==> src/rtl/lc3b_types.sv <==
// Shared LC-3b pipeline types: machine word, fetch-stage FSM states and a PC helper.
package lc3b_types;

  typedef logic [15:0] lc3b_word;

  typedef enum logic [1:0] {
    IDLE,
    REQ,
    HOLD,
    SQUASH
  } fetch_state_t;

  // Instructions are word-aligned; the increment wraps at the top of memory.
  function automatic lc3b_word pc_inc(input lc3b_word pc);
    return pc + 16'd2;
  endfunction

endpackage

==> src/rtl/if_id_reg.sv <==
// IF/ID pipeline register: loads a fetched instruction or records a bubble.
module if_id_reg
  import lc3b_types::*;
(
  input  logic     clk,
  input  logic     reset_n,
  input  logic     load,
  input  logic     bubble,
  input  lc3b_word npc_in,
  input  lc3b_word ir_in,
  output lc3b_word npc,
  output lc3b_word ir,
  output logic     valid
);

  // A bubble only clears valid; npc/ir keep their stale contents.
  always_ff @(posedge clk or negedge reset_n) begin
    if (!reset_n) begin
      npc   <= 16'h0000;
      ir    <= 16'h0000;
      valid <= 1'b0;
    end else if (load) begin
      npc   <= npc_in;
      ir    <= ir_in;
      valid <= 1'b1;
    end else if (bubble) begin
      valid <= 1'b0;
    end
  end

endmodule

==> src/rtl/register.sv <==
// Generic loadable register with asynchronous active-low reset to a fixed value.
module register #(
  parameter int unsigned       WIDTH     = 16,
  parameter logic [WIDTH-1:0]  RESET_VAL = '0
) (
  input  logic             clk,
  input  logic             reset_n,
  input  logic             load,
  input  logic [WIDTH-1:0] data_in,
  output logic [WIDTH-1:0] data_out
);

  always_ff @(posedge clk or negedge reset_n) begin
    if (!reset_n) begin
      data_out <= RESET_VAL;
    end else if (load) begin
      data_out <= data_in;
    end
  end

endmodule

==> src/rtl/fetch.sv <==
// LC-3b fetch stage: PC, instruction-memory handshake, decode back-pressure buffer and
// branch redirect with squash of an in-flight request.
module fetch
  import lc3b_types::*;
#(
  parameter lc3b_word RESET_PC = 16'h0000
) (
  input  logic        clk,
  input  logic        reset_n,
  output logic [15:0] imem_address,
  output logic        imem_read,
  input  logic [15:0] imem_rdata,
  input  logic        imem_resp,
  input  logic        stall_in,
  input  logic        fetch_hold,
  input  logic        br_taken,
  input  logic [15:0] br_target,
  output logic [15:0] npc,
  output logic [15:0] ir,
  output logic        valid
);

  fetch_state_t r_state;
  fetch_state_t w_state_next;
  lc3b_word     r_imem_address;
  lc3b_word     r_buf;

  lc3b_word w_pc;
  lc3b_word w_pc_inc;
  lc3b_word w_pc_next;
  logic     w_pc_load;
  logic     w_pc_sel_br;
  logic     w_addr_load;
  lc3b_word w_addr_next;
  logic     w_buf_load;
  logic     w_id_load;
  lc3b_word w_id_ir;
  logic     w_id_bubble;

  assign w_pc_inc  = pc_inc(w_pc);
  assign w_pc_next = w_pc_sel_br ? {br_target[15:1], 1'b0} : w_pc_inc;

  register #(
    .WIDTH     (16),
    .RESET_VAL (RESET_PC)
  ) u_pc (
    .clk      (clk),
    .reset_n  (reset_n),
    .load     (w_pc_load),
    .data_in  (w_pc_next),
    .data_out (w_pc)
  );

  // br_taken is checked first in every state so it overrides stall, hold and resp.
  always_comb begin
    w_state_next = r_state;
    w_pc_load    = 1'b0;
    w_pc_sel_br  = 1'b0;
    w_addr_load  = 1'b0;
    w_addr_next  = w_pc_inc;
    w_buf_load   = 1'b0;
    w_id_load    = 1'b0;
    w_id_ir      = imem_rdata;
    unique case (r_state)
      IDLE: begin
        w_addr_next = w_pc;
        if (br_taken) begin
          w_pc_load   = 1'b1;
          w_pc_sel_br = 1'b1;
        end else if (!fetch_hold) begin
          w_addr_load  = 1'b1;
          w_state_next = REQ;
        end
      end
      REQ: begin
        if (br_taken) begin
          w_pc_load    = 1'b1;
          w_pc_sel_br  = 1'b1;
          w_state_next = imem_resp ? IDLE : SQUASH;
        end else if (imem_resp) begin
          if (!stall_in) begin
            w_id_load = 1'b1;
            w_pc_load = 1'b1;
            if (!fetch_hold) begin
              w_addr_load = 1'b1;
            end else begin
              w_state_next = IDLE;
            end
          end else begin
            w_buf_load   = 1'b1;
            w_state_next = HOLD;
          end
        end
      end
      HOLD: begin
        w_id_ir = r_buf;
        if (br_taken) begin
          w_pc_load    = 1'b1;
          w_pc_sel_br  = 1'b1;
          w_state_next = IDLE;
        end else if (!stall_in) begin
          w_id_load    = 1'b1;
          w_pc_load    = 1'b1;
          w_state_next = IDLE;
        end
      end
      SQUASH: begin
        if (br_taken) begin
          w_pc_load   = 1'b1;
          w_pc_sel_br = 1'b1;
        end
        if (imem_resp) begin
          w_state_next = IDLE;
        end
      end
      default: w_state_next = IDLE;
    endcase
  end

  assign w_id_bubble = !stall_in && !w_id_load;

  always_ff @(posedge clk or negedge reset_n) begin
    if (!reset_n) begin
      r_state        <= IDLE;
      r_imem_address <= RESET_PC;
      r_buf          <= 16'h0000;
    end else begin
      r_state <= w_state_next;
      if (w_addr_load) begin
        r_imem_address <= w_addr_next;
      end
      if (w_buf_load) begin
        r_buf <= imem_rdata;
      end
    end
  end

  assign imem_address = r_imem_address;
  assign imem_read    = (r_state == REQ) || (r_state == SQUASH);

  if_id_reg u_if_id (
    .clk     (clk),
    .reset_n (reset_n),
    .load    (w_id_load),
    .bubble  (w_id_bubble),
    .npc_in  (w_pc_inc),
    .ir_in   (w_id_ir),
    .npc     (npc),
    .ir      (ir),
    .valid   (valid)
  );

endmodule

==> config.mk <==
export PLATFORM = sky130hd
export DESIGN_NAME = fetch
export DESIGN_NICKNAME = d
export VERILOG_FILES = /design/src/rtl/lc3b_types.sv /design/src/rtl/if_id_reg.sv /design/src/rtl/register.sv /design/src/rtl/fetch.sv
export SDC_FILE = /design/constraint.sdc
export NUM_CORES = 1
export LEC_CHECK = 0
export ABC_CLOCK_PERIOD_IN_PS = 4950
export CAP_MARGIN = 20
export CORE_UTILIZATION = 50
export CTS_CLUSTER_SIZE = 10
export DETAILED_ROUTE_END_ITERATION = 10
export GPL_ROUTABILITY_DRIVEN = 1
export GPL_TIMING_DRIVEN = 0
export PLACE_DENSITY = 0.87
export REMOVE_ABC_BUFFERS = 1
export SLEW_MARGIN = 40
export SYNTH_ARGS = -nofsm -noshare
export SYNTH_HDL_FRONTEND = slang
export SYNTH_SLANG_ARGS = --single-unit
==> constraint.sdc <==
create_clock -name clk -period 4.95 [get_ports clk]
set_input_delay 0.7425 -clock clk [delete_from_list [all_inputs] [get_ports clk]]
set_output_delay 0.7425 -clock clk [all_outputs]
set_load 0.005 [all_outputs]
==> results of run 1 <==
worst register-to-register path, delay by kind of cell, from the launching register on:
family	cells	cell delay [ns]
DFF	1	0.41
buffers and inverters	1	0.16
and+or+nand+nor	3	1.22
adders and majority gates	1	0.59
AOI/OAI and AO/OA	1	0.18
final cells by class:
type                    instances  area share, %
inverters                      10         0.7180
clock inverters                 6          2.058
flip-flops and latches         80          38.30
clock buffers                  10          2.441
well taps                     102          2.441
multi-input cells             279          36.29
repair buffers                 91          17.76
sequential cells by signal, summed over array words and instances (netlist names):
register	count
r_buf	16
u_if_id.ir	16
imem_address	15
u_if_id.npc	15
u_pc.data_out	15
r_state	2
u_if_id.valid	1
synthesized netlist by cell type (3+ instances only):
master	count
inv_1	9
nor3b_1	3
nand4_1	3
nor3_1	9
xnor2_1	23
a31oi_1	5
nand2_1	26
a21oi_1	32
dfrtp_1	80
clkbuf_1	15
nor2_1	43
o31a_1	3
a32oi_1	3
ha_1	6
o21ai_0	21
or2_2	3
mux2_2	17
nor4_1	8
buf_2	5
xor2_1	4
nand2b_1	4
mux2i_1	22
nand3_1	8
buf_4	10
cells by family (layout without fill, tap and decap cells):
logic type      count (synthesis)  in the layout  synth area share [%]
compound gates                 77             77                 11.12
xor+xnor                       27             27                 5.821
fa+ha+maj                       6              6                 1.848
buf+inv                        42            117                 4.989
flops                          80             80                 49.28
mux                            39             39                 10.13
other cells                     1              2               0.09230
simple gates                  128            128                 16.72
per-layer routing:
metal / routed length [um] / vias up
met1: 3906 / 1607
met4: 246 / 0
li1: - / 1539
met3: 411 / 22
met2: 4795 / 86
met5: 0 / -
worst max path at each step:
stage	end	slack [ns]
floorplan	u_if_id.npc[2]	1.50
global placement	u_if_id.npc[2]	-0.56
detailed placement	u_if_id.ir[13]	1.94
CTS	imem_read	2.28
global route	u_if_id.ir[13]	2.13
finish	imem_read	2.28
through the flow:
step,area [um2],std cells,power [uW],worst slack (ns)
floorplan,3901,369,1605,1.498
global placement,4870,555,2139,-0.5634
detailed placement,4977,562,2218,1.937
CTS,5213,578,2792,2.284
global route,5228,578,2954,2.130
finish,5228,578,2785,2.282
power groups by stage:
| stage | sequential, uW | combinational [uW] | clock [uW] |
|---|---|---|---|
| global placement | 1100 | 1040 | 0 |
| detailed placement | 1120 | 1100 | 0 |
| floorplan | 1100 | 500 | 0 |
| global route | 1140 | 1210 | 603 |
| CTS | 1110 | 1110 | 577 |
| finish | 1110 | 1100 | 573 |
==> results by group, run 1 <==
Power and ir drop
  – Sw power: 886.1 uW
  – Power Density: 532.7 nW/um2
  – Switching Share: 31.82%
  – Int Pwr: 1899 uW
  – Reg power frac: 39.8%
  – Worst vdd ir: 0.2417 mV
  – Lkg Pwr: 0.002084 uW
  – Comb pwr share: 39.6%
  – Clock share of power: 20.6%

Timing
  – RSZ-0062 raised after global routing: false
  – Final Slew Violations: 0
  – Post-layout min period: 2.668 ns
  – Worst Tran Pin Value: 0.6877 ns
  – Hold Violations, Final: 0
  – Final hold slack: 0.2213 ns
  – Clock skew: 0.008970 ns
  – Fmax: 374.8 MHz
  – Setup_tns: 0 ns
  – Max transition margin: 53.98%
  – Fin crit share: 53.90%
  – Final setup viols: 0

Setup path
  – Critical Path Sink Type: primary output
  – Critical Path Fanout Max: 10
  – Worst path bufs/invs: 2
  – Max incr delay on CP: 0.45 ns
  – CP startpoint kind: flip-flop
  – Req. time, crit path: 4.21 ns
  – Critical path's top delay family: buffers and inverters
  – Critical Path Stages: 4
  – Crit. Startpoint: r_state[1]
  – Crit-path cells: inv_1 > ha_1 > or2_2 > clkdlybuf4s50_1
  – Worst R2R End: u_pc.data_out[12]
  – CP Data Arrival Time: 1.93 ns
  – Reg2Reg Depth: 6
  – Crit-path slowest cell: clkdlybuf4s50_1
  – Setup CP Type: flip-flop to primary output
  – Reg-to-reg setup timing slack: 2.31 ns
  – Reg2Reg Launch Point: r_state[0]

Detailed routing
  – Remaining antenna violation count after routing: 0
  – WL/cell: 16.19 um
  – DRT iter0 DRCs: 227
  – First-pass iteration count of the detailed router: 4
  – Vias/cell: 5.630
  – WL final: 9.359 mm
  – Vias: 3,254
  – DR DRC count: 0

Clocking
  – Clock tree from TritonCTS: yes
  – Clk slew on worst S/H paths: 0.08 ns
  – Worst-skew pair later-pin latency: 0.35 ns
  – CTS sink count: 80
  – CTS resizes: 0
  – Total CTS buffers: 9
  – H-Tree Level Count: 3
  – CTS Buffer Depth: 2
  – Clk Tree Root Cell: clkbuf_8
  – Postcts setup bufs: 0
  – Cts hold-fix bufs: 0

Finish
  – Antenna cells: 0
  – Multi-input logic area: 1897 um2
  – Area growth from synthesis to layout: 28.67%
  – Most frequent cells in the layout: 82 x clkdlybuf4s50_1, 80 x dfrtp_1, 43 x nor2_1
  – Final nets: 515
  – Most common cell after layout, fill and taps aside: clkdlybuf4s50_1
  – Seq. cell area: 2002 um2
  – Fillers: 610
  – Final core utilization: 66.96%
  – Layout cells sized above 1: 11.97%

GRT
  – Grt met1 use: 29.67%
  – First-pass GRT wire length: 15.33 mm
  – Largest net degree at the start of global routing: 60
  – GR Util met2: 39.24%
  – GR Overflow Total: 0
  – Number of global-route vias before repair: 3,191
  – GRT Total Usage: 23.17%
  – M3 GR Usage: 2.819%
  – Initial antenna violation count: 0
  – Grt peak-use layer: met2

Place
  – Dpl hpwl: 6.440 mm
  – IO Port Bufs: 84
  – GP Congestion: 0.7777

Synthesis
  – Unique masters post-synth: 54
  – Seq/Total Area, Yosys: 49.28%
  – Post-Syn Area: 4063 um2
  – Main synth FF type: dfrtp_1
  – Synth Instances: 400
  – Post-synth ARST share: 100.0%
  – Post-synth top area cell: dfrtp_1
  – Mean area per synthesized cell: 10.16 um2
  – Post-synth top area share: 49.28%
  – Number of synthesized register bits: 80
  – Synth warnings: 0
  – EDFF count, synth: 0
  – Ranking of synthesized cells by area: dfrtp_1 49%, mux2i_1 5.4%, xnor2_1 5.0%

Floorplanning
  – Area of the core: 7807 um2
  – Die Footprint: 8490 um2
  – Die H: 92.14 um
  – # rows: 32
  – Initial Util: 52.04%
  – Die Wd: 92.14 um
  – I/O pin count: 88

Hold path
  – HP Class: input port to asynchronous set/reset pin

Run
  – Max Cap Viol: 0

Outcome
  – Status: complete, no violations
Power figures use the tool's default switching activity.
==> run 2: changes to the inputs <==
--- a/config.mk
+++ b/config.mk
@@ -5,7 +5,7 @@
 export SDC_FILE = /design/constraint.sdc
 export NUM_CORES = 1
 export LEC_CHECK = 0
-export ABC_CLOCK_PERIOD_IN_PS = 4950
+export ABC_CLOCK_PERIOD_IN_PS = 2500
 export CAP_MARGIN = 20
 export CORE_UTILIZATION = 50
 export CTS_CLUSTER_SIZE = 10
==> constraint.sdc (replaced) <==
create_clock -name clk -period 2.5 [get_ports clk]
set_input_delay 0.375 -clock clk [delete_from_list [all_inputs] [get_ports clk]]
set_output_delay 0.375 -clock clk [all_outputs]
set_load 0.005 [all_outputs]
==> run 2 against run 1 <==
Compared with the run above: largest cell class unchanged; design area rose by 0.77%; highest routed layer unchanged; combinational power rose by 100%; first-iteration DRC count rose by 11%; critical path depth up 2; utilization increased by 0.51 points; worst setup slack worse by 2.2 ns; via count about the same; clock skew is 0.0019 ns lower; worst hold slack gained 0.23 ns; sequential power rose by 98%.
==> results by group, run 2 (synthesis results as in run 1) <==
Outcome
  – Status: complete, no violations

Setup path
  – Setup CP Type: flip-flop to flip-flop
  – Critical Path Stages: 6
  – Crit-path slowest cell: or2_2
  – Crit-path cells: inv_1 > ha_4 > nor2_1 > or2_2 > or4_1 > a31oi_1
  – Critical Path Sink Type: flip-flop
  – Worst setup endpoint: u_pc.data_out[12]
  – Reg2Reg Launch Point: r_state[0]
  – Worst R2R End: u_pc.data_out[12]
  – Reg-to-reg setup timing slack: 0.11 ns
  – Critical path's top delay family: simple AND/OR/NAND/NOR gates
  – Crit. Startpoint: r_state[0]
  – CP startpoint kind: flip-flop
  – Worst path bufs/invs: 1
  – Req. time, crit path: 2.77 ns
  – Reg2Reg Depth: 6
  – Max incr delay on CP: 0.46 ns
  – Critical Path Fanout Max: 18
  – CP Data Arrival Time: 2.65 ns

GRT
  – First-pass GRT wire length: 15.60 mm
  – GR Overflow Total: 0
  – Number of global-route vias before repair: 3,222
  – Largest net degree at the start of global routing: 60
  – Initial antenna violation count: 0
  – GRT Total Usage: 23.59%

Power and ir drop
  – Power Density: 1052 nW/um2
  – Lkg Pwr: 0.002100 uW
  – Worst vdd ir: 0.4730 mV

Clocking
  – CTS sink count: 80
  – Clk Tree Root Cell: clkbuf_8
  – CTS Buffer Depth: 2
  – Worst-skew pair later-pin latency: 0.35 ns
  – Clk slew on worst S/H paths: 0.08 ns
  – Total CTS buffers: 9
  – H-Tree Level Count: 3
  – Clock tree from TritonCTS: yes

Finish
  – Most frequent cells in the layout: 82 x clkdlybuf4s50_1, 80 x dfrtp_1, 43 x nor2_1
  – Antenna cells: 0
  – Final core utilization: 67.47%
  – Layout cells sized above 1: 12.53%
  – Largest regs: r_buf x16, u_if_id.ir x16
  – Fillers: 595
  – Area growth from synthesis to layout: 29.66%
  – Final nets: 518
  – Seq. cell area: 2002 um2
  – Most common cell after layout, fill and taps aside: clkdlybuf4s50_1
  – Final non-filler cell area: 5268 um2
  – Multi-input logic area: 1912 um2

Place
  – GP Congestion: 0.7777
  – DP Area: 4977 um2
  – IO Port Bufs: 84
  – Dpl hpwl: 6.440 mm

Floorplanning
  – Die H: 92.14 um
  – Die Footprint: 8490 um2
  – Area of the core: 7807 um2
  – Die Wd: 92.14 um
  – I/O pin count: 88
  – Initial Util: 52.04%
  – # rows: 32

Timing
  – Hold Violations, Final: 0
  – Max transition margin: 55.28%
  – Post-layout min period: 2.387 ns
  – Final hold slack: 0.4476 ns
  – Final Slew Violations: 0
  – Final setup viols: 0
  – RSZ-0062 raised after global routing: false
  – Fmax: 419.0 MHz
  – Worst Tran Pin Value: 0.6683 ns
  – Fin crit share: 95.47%
  – Clock skew: 0.007069 ns

Detailed routing
  – Vias/cell: 5.596
  – DRT iter0 DRCs: 252
  – Remaining antenna violation count after routing: 0
  – DR DRC count: 0
  – Vias: 3,251
  – WL final: 9.517 mm
  – WL/cell: 16.38 um
  – First-pass iteration count of the detailed router: 4

Hold path
  – HP Class: input port to asynchronous set/reset pin

Run
  – Max Cap Viol: 0
run 2: cell count changes in the layout (fill, tap and decap cells not counted):
cell,before,now
buf_4,1,3
nand3_1,8,7
ha_4,0,1
ha_2,2,1
nand3_2,0,1
dlygate4sd3_1,0,1
run 2: layer usage:
layer	vias to the layer above	wire (um)	global-route usage, %	share of wire, %
li1	1547	-	-	-
met1	1593	3974	30.03	42
met2	93	4892	40.36	51
met3	18	417	2.736	4.4
met4	0	233	10.55	2.4
met5	-	0	0	0
run 2: worst min path at each step:
stage	end	cells after the start	start
global route	imem_address[4]	2	reset_n
floorplan	imem_address[10]	0	reset_n
global placement	imem_address[9]	2	imem_address[9]
detailed placement	imem_address[4]	1	reset_n
finish	imem_address[4]	2	reset_n
CTS	imem_address[4]	2	reset_n
run 2: cell type report:
cell class | count | share of cell area [%]
clock buffers | 10 | 2.423
clock inverters | 6 | 2.043
inverters | 10 | 0.7126
multi-input cells | 279 | 36.29
flip-flops and latches | 80 | 38.00
well taps | 102 | 2.423
repair buffers | 94 | 18.10
run 2: what timing repair did:
action,in CTS,in global routing
endpoints found under the hold margin,21,0
setup endpoints to repair,8,17
resized for setup,3,1
buffers inserted,0,2
hold buffers,1,0
pin swaps,0,2
run 2: power breakdown:
part | internal [uW] | switching, uW | leakage (uW)
registers | 1840 | 362 | 0.000941
clock network | 660 | 473 | 0.000116
logic | 1270 | 932 | 0.00104
total | 3770 | 1770 | 0.00210
run 2: through the flow:
step / total power [uW] / std cells / TNS, ns / setup slack [ns]
after floorplan: 3177 / 369 / -17.85 / -0.7815
after global placement: 4234 / 555 / -248.28 / -2.646
after detailed placement: 4393 / 562 / -1.155 / -0.1458
after CTS: 5546 / 579 / 0 / 0.02539
after global routing: 5872 / 581 / 0 / 0.006237
final: 5539 / 581 / 0 / 0.1131
==> run 3: changes to the inputs <==
--- a/config.mk
+++ b/config.mk
@@ -10,7 +10,6 @@
 export CORE_UTILIZATION = 50
 export CTS_CLUSTER_SIZE = 10
 export DETAILED_ROUTE_END_ITERATION = 10
-export GPL_ROUTABILITY_DRIVEN = 1
 export GPL_TIMING_DRIVEN = 0
 export PLACE_DENSITY = 0.87
 export REMOVE_ABC_BUFFERS = 1
==> results of run 3 <==
The final DEF is identical to that of run 2; final timing and power are the same.
